<file path="src/rtl/multichannel_delay_ring_pkg.sv">
// Shared defaults and helpers for the audio effects datapath.
package audio_dsp_pkg;

  localparam int DATA_W_DEFAULT = 16;
  localparam int ADDR_W_DEFAULT = 7;

  typedef logic [DATA_W_DEFAULT-1:0] sample_t;

  // Channel-select width; a single channel still gets a 1-bit field.
  function automatic int ch_w(input int channels);
    return (channels > 1) ? $clog2(channels) : 1;
  endfunction

endpackage

</file>
<file path="src/rtl/multichannel_delay_ring_ram.sv">
// Simple dual-port RAM: synchronous write, registered read, old data on
// read-during-write to the same word.
module ring_ram #(
  parameter int WIDTH = 16,
  parameter int AW    = 8
) (
  input  logic             clk,
  input  logic             we,
  input  logic [AW-1:0]    waddr,
  input  logic [WIDTH-1:0] wdata,
  input  logic             re,
  input  logic [AW-1:0]    raddr,
  output logic [WIDTH-1:0] rdata
);

  logic [WIDTH-1:0] mem [2**AW];

  always_ff @(posedge clk) begin
    if (we)
      mem[waddr] <= wdata;
    if (re)
      rdata <= mem[raddr];
  end

endmodule

</file>
<file path="src/rtl/multichannel_delay_ring.sv">
// Multi-channel circular sample store with a programmable ring length and
// delay-addressed, zero-masked reads through a 2-stage pipeline.
module multichannel_delay_ring
  import audio_dsp_pkg::*;
#(
  parameter int DATA_W   = DATA_W_DEFAULT,
  parameter int ADDR_W   = ADDR_W_DEFAULT,
  parameter int CHANNELS = 2,
  localparam int CH_W    = ch_w(CHANNELS)
) (
  input  logic              clk,
  input  logic              reset,
  input  logic [ADDR_W-1:0] last_addr,
  output logic [ADDR_W-1:0] cur_addr,
  input  logic              wr_valid,
  input  logic [CH_W-1:0]   wr_chan,
  input  logic [DATA_W-1:0] wr_data,
  input  logic              rd_req,
  input  logic [CH_W-1:0]   rd_chan,
  input  logic [ADDR_W-1:0] rd_delay,
  output logic              rd_valid,
  output logic [DATA_W-1:0] rd_data,
  output logic [ADDR_W:0]   fill
);

  localparam int PA_W = CH_W + ADDR_W;

  logic [ADDR_W-1:0] cur_addr_reg, cur_addr_next;
  logic [ADDR_W:0]   fill_reg, fill_next;
  logic [ADDR_W:0]   ring_len, fill_sat;
  logic              wr_ok, commit;

  logic [ADDR_W-1:0] newest, delay_clamped, rd_index;
  logic              rd_mask;

  logic              s1_valid_reg, s1_mask_reg;
  logic [PA_W-1:0]   s1_addr_reg;
  logic              s2_valid_reg, s2_mask_reg;
  logic [DATA_W-1:0] ram_q;

  always_comb begin
    wr_ok    = wr_valid && !reset && (int'(wr_chan) < CHANNELS);
    commit   = wr_ok && (int'(wr_chan) == CHANNELS - 1);
    ring_len = {1'b0, last_addr} + (ADDR_W+1)'(1);
    // fill is never rescaled on a shrink, so clamp it where it is consumed.
    fill_sat = (fill_reg > ring_len) ? ring_len : fill_reg;

    cur_addr_next = (cur_addr_reg >= last_addr) ? '0 : cur_addr_reg + ADDR_W'(1);
    fill_next     = (fill_reg < ring_len) ? fill_reg + (ADDR_W+1)'(1) : fill_reg;
  end

  always_ff @(posedge clk) begin
    if (reset) begin
      cur_addr_reg <= '0;
      fill_reg     <= '0;
    end else if (commit) begin
      cur_addr_reg <= cur_addr_next;
      fill_reg     <= fill_next;
    end
  end

  // Modular arithmetic at ADDR_W bits equals the wide sum truncated.
  always_comb begin
    newest        = (cur_addr_reg == '0) ? last_addr : cur_addr_reg - ADDR_W'(1);
    delay_clamped = (rd_delay > last_addr) ? last_addr : rd_delay;
    rd_index      = (newest >= delay_clamped) ? newest - delay_clamped
                                              : newest + last_addr + ADDR_W'(1) - delay_clamped;
    rd_mask       = ({1'b0, delay_clamped} >= fill_sat);
  end

  always_ff @(posedge clk) begin
    if (reset) begin
      s1_valid_reg <= 1'b0;
      s2_valid_reg <= 1'b0;
    end else begin
      s1_valid_reg <= rd_req;
      s2_valid_reg <= s1_valid_reg;
    end
  end

  always_ff @(posedge clk) begin
    s1_addr_reg <= {rd_chan, rd_index};
    s1_mask_reg <= rd_mask;
    s2_mask_reg <= s1_mask_reg;
  end

  ring_ram #(
    .WIDTH (DATA_W),
    .AW    (PA_W)
  ) u_ram (
    .clk   (clk),
    .we    (wr_ok),
    .waddr ({wr_chan, cur_addr_reg}),
    .wdata (wr_data),
    .re    (s1_valid_reg),
    .raddr (s1_addr_reg),
    .rdata (ram_q)
  );

  assign cur_addr = cur_addr_reg;
  assign fill     = fill_reg;
  assign rd_valid = s2_valid_reg;
  assign rd_data  = (s2_valid_reg && !s2_mask_reg) ? ram_q : '0;

endmodule

</file>
<file path="config.mk">
export PLATFORM = sky130hd
export DESIGN_NAME = multichannel_delay_ring
export DESIGN_NICKNAME = d
export VERILOG_FILES = /design/src/rtl/multichannel_delay_ring_pkg.sv /design/src/rtl/multichannel_delay_ring_ram.sv /design/src/rtl/multichannel_delay_ring.sv
export SDC_FILE = /design/constraint.sdc
export NUM_CORES = 2
export LEC_CHECK = 0
export CORE_AREA = 8 8 744 746
export DETAILED_ROUTE_END_ITERATION = 8
export DIE_AREA = 0 0 752 754
export PLACE_DENSITY = 0.52
export SETUP_SLACK_MARGIN = 0.02
export SYNTH_ARGS = -nofsm -noshare
export SYNTH_HDL_FRONTEND = slang
export SYNTH_HIERARCHICAL = 1
export SYNTH_SLANG_ARGS = --single-unit
</file>
<file path="constraint.sdc">
create_clock -name clk -period 3.8 [get_ports clk]
set_input_delay 0.76 -clock clk [delete_from_list [all_inputs] [get_ports clk]]
set_output_delay 0.76 -clock clk [all_outputs]
set_load 0.005 [all_outputs]
</file>
==> impl_results.md <==
* Status: finished, final reports clean
* RSZ-0062 raised after global routing: true
* Rel. slew slack at 17.31%
* IO buf count at 67
* First-pass DRT Iterations at 6
* Pin count of the biggest net entering global routing at 114
* GR Util All Layers at 15.98%
* Starting DRT DRC Count at 9365
* CTS buffer count at 421
* Fin. Hold Viols at 0
* Period minus WS final at 3.778 ns
* First-pass GRT wire length at 656200 µm
* Comb pwr share at 29.8%
* Period utilisation layout at 99.42%
* Power density over the cells at 669.0 mW/mm²
* Fin Hold WS at 0.1537 ns
* Area growth syn-to-layout at 18.21%
* CP max FO at 29
* FP Rows at 271
* Crit start category: flop
* CTS tree: built
* Crit path kind: reg -> reg
* Routed len/inst at 28.97 µm
* Initial Utilization at 29.84%
* Seq pwr share at 39.6%
* Peak supply drop at 548.3 µV
* Synth area leader: edfxtp_1
* Worst reg-to-reg setup slack at 0.02 ns
* DRT Wirelength at 468500 µm
* Post-DP HPWL at 295500 µm
* Synthesized area per cell at 20.96 µm²
* Dpl cell area at 0.1784 mm²
* Vias in the first global route at 83120
* Clock share of power at 30.5%
* Lkg Pwr at 60.55 nW
* Net Sw Frac at 31.27%
* CTS Buffer Depth at 4
* Vias at 82760
* Hold WC Path Type: in -> reg
* Met3 usage at 2.558%
* Crit. End Element: flop
* Max-cap viol count at 0
* Area of the core at 0.5422 mm²
* Post-CTS Hold Fix Bufs at 0
* GR peak layer: met2
* RD Place Congestion at 0.8780
* CTS H-tree lvls at 5
* Final Instance Area at 0.1913 mm²
* Top-count cell post-synth: edfxtp_1
* Netlist Area Pre-Place at 0.1618 mm²
* Critical Path AT at 4.54 ns
* Synth Register Bits at 4139
* Die Footprint at 0.5670 mm²
* # setup viols final at 0
* Root buffer selected by CTS: clkbuf_16
* Top cells by count, synth: edfxtp_1 (4112), mux4_2 (797), mux2i_1 (576)
* Main synth FF type: edfxtp_1
* Antenna violations before repair at 19
* Final ANT Viol Nets at 0
* GRT Residual Overflow at 0
* Slew @ Worst Pin at 1.240 ns
* DRC Markers at 0
* Pins over their slew limit at 0
* Area contributors post-synth: edfxtp_1 (76%), mux4_2 (11%), mux2i_1 (3.6%)
* Synthesized instance count at 7719
* Yosys Warn Count at 6
* Clock sink total at 4139
* Final total power at 128.0 mW
* Max FFs per register at 4096
* Internal at 87.95 mW
* Register area share after synthesis at 76.65%
* Met2 Use GR at 25.84%
* Worst setup margin at 0.02212 ns
* Layout cells sized above 1 at 27.82%
* Worst skew pair latency at 1.01 ns
* Worst-path clk slew at 0.07 ns
* Die Ht at 754 µm
* Die Span X at 752 µm
* Syn nets at 7810
* TNS Setup at 0 ns
* GR met1 Demand/Resource at 22.11%
* EDFF count, synth at 4112
* Clock skew at 0.1199 ns
* CP required at 4.56 ns
* Most flop-heavy register: u_ram/mem
* Post-synth ARST share at 0%
* Fmax at 0.2647 GHz
* Top Ports at 68
* Net Switching at 40.01 mW
* Nets at 8680
* Synth cell types at 70
* Drt via density at 5.118
* Dpl ws at -0.8121 ns
* Largest regs: u_ram/mem: 4096 flops, u_ram/rdata: 16 flops
* Post-synth top area share at 76.31%
path summary, 6_finish.rpt:
check / startpoint / endpoint / depth (start not counted)
min: wr_data[14] / u_ram/mem[82][14]$_DFFE_PP_ / 1
min reg2reg: s1_mask_reg$_DFF_P_ / s2_mask_reg$_DFF_P_ / 0
max reg2reg: s1_addr_reg[1]$_DFF_P_ / u_ram/rdata[6]$_DFFE_PP_ / 9
max: s1_addr_reg[1]$_DFF_P_ / u_ram/rdata[6]$_DFFE_PP_ / 9
per-stage QoR:
stage	instances	utilization, %
finish	16170	35.28
global route	16160	35.27
CTS	16160	35.27
detailed placement	15400	32.90
global placement	15400	32.90
floorplan	7719	-
worst max-delay path, stage by stage, from the launching register on:
cell	delay, ns
dfxtp_4	0.60
buf_12	0.28
buf_12	0.26
mux4_2	0.33
mux2_2	0.34
a22oi_1	0.20
nand2_1	0.34
o32ai_1	0.78
buf_4	0.28
nor4_1	0.07
logic make-up (layout without fill, tap and decap cells):
group / count (synthesis) / count (layout) / synth area share (%)
AOI/OAI and AO/OA: 860 / 860 / 3.761
xor gates and xnor gates: 26 / 26 / 0.1407
adders and majority gates: 55 / 55 / 0.4624
buffers and inverters: 498 / 1704 / 1.766
DFF: 4139 / 4139 / 76.65
muxes: 1464 / 1464 / 15.29
other: 0 / 11 / 0
and+or+nand+nor: 677 / 677 / 1.932
per-layer routing:
| layer | wire length, µm | vias to the layer above |
|---|---|---|
| met5 | 60 | - |
| met4 | 16040 | 8 |
| met3 | 30440 | 645 |
| met2 | 222000 | 3002 |
| met1 | 200000 | 44790 |
| li1 | - | 34320 |
power by group through the flow:
stage	Clock, mW	Sequential (mW)	Combinational (mW)
after floorplan	0	51.4	23.2
after global placement	0	51.7	38.2
after detailed placement	0	51.7	38.3
after CTS	39.9	50.7	38.5
after global routing	41.5	50.7	39.9
final	39.1	50.7	38.2
cells in the final DEF, fill, tap and decap left out, types with 148 or more instances in the layout:
cell type / instances
o22ai_1: 148
buf_12: 216
nor2_1: 203
buf_4: 624
o221ai_1: 252
edfxtp_1: 4112
mux4_2: 797
mux2i_1: 576
clkbuf_16: 428
a21oi_1: 194
repair_timing:
| item | CTS | global route |
|---|---|---|
| endpoints found under the hold margin | 0 | 0 |
| setup endpoints to repair | 20 | 10 |
| buffers inserted | 1 | 0 |
| cloned | 0 | 0 |
| resized for setup | 6 | 4 |
area by class of cell:
class	instances	area (µm²)
fillers	49940	350900
flip-flops and latches	4139	124000
multi-input cells	3082	35430
clock buffers	537	11130
repair buffers	907	9759
well taps	7234	9051
clock inverters	222	1673
inverters	38	155.1
diodes	11	27.53
No activity file was read; power rests on OpenSTA's default activity.
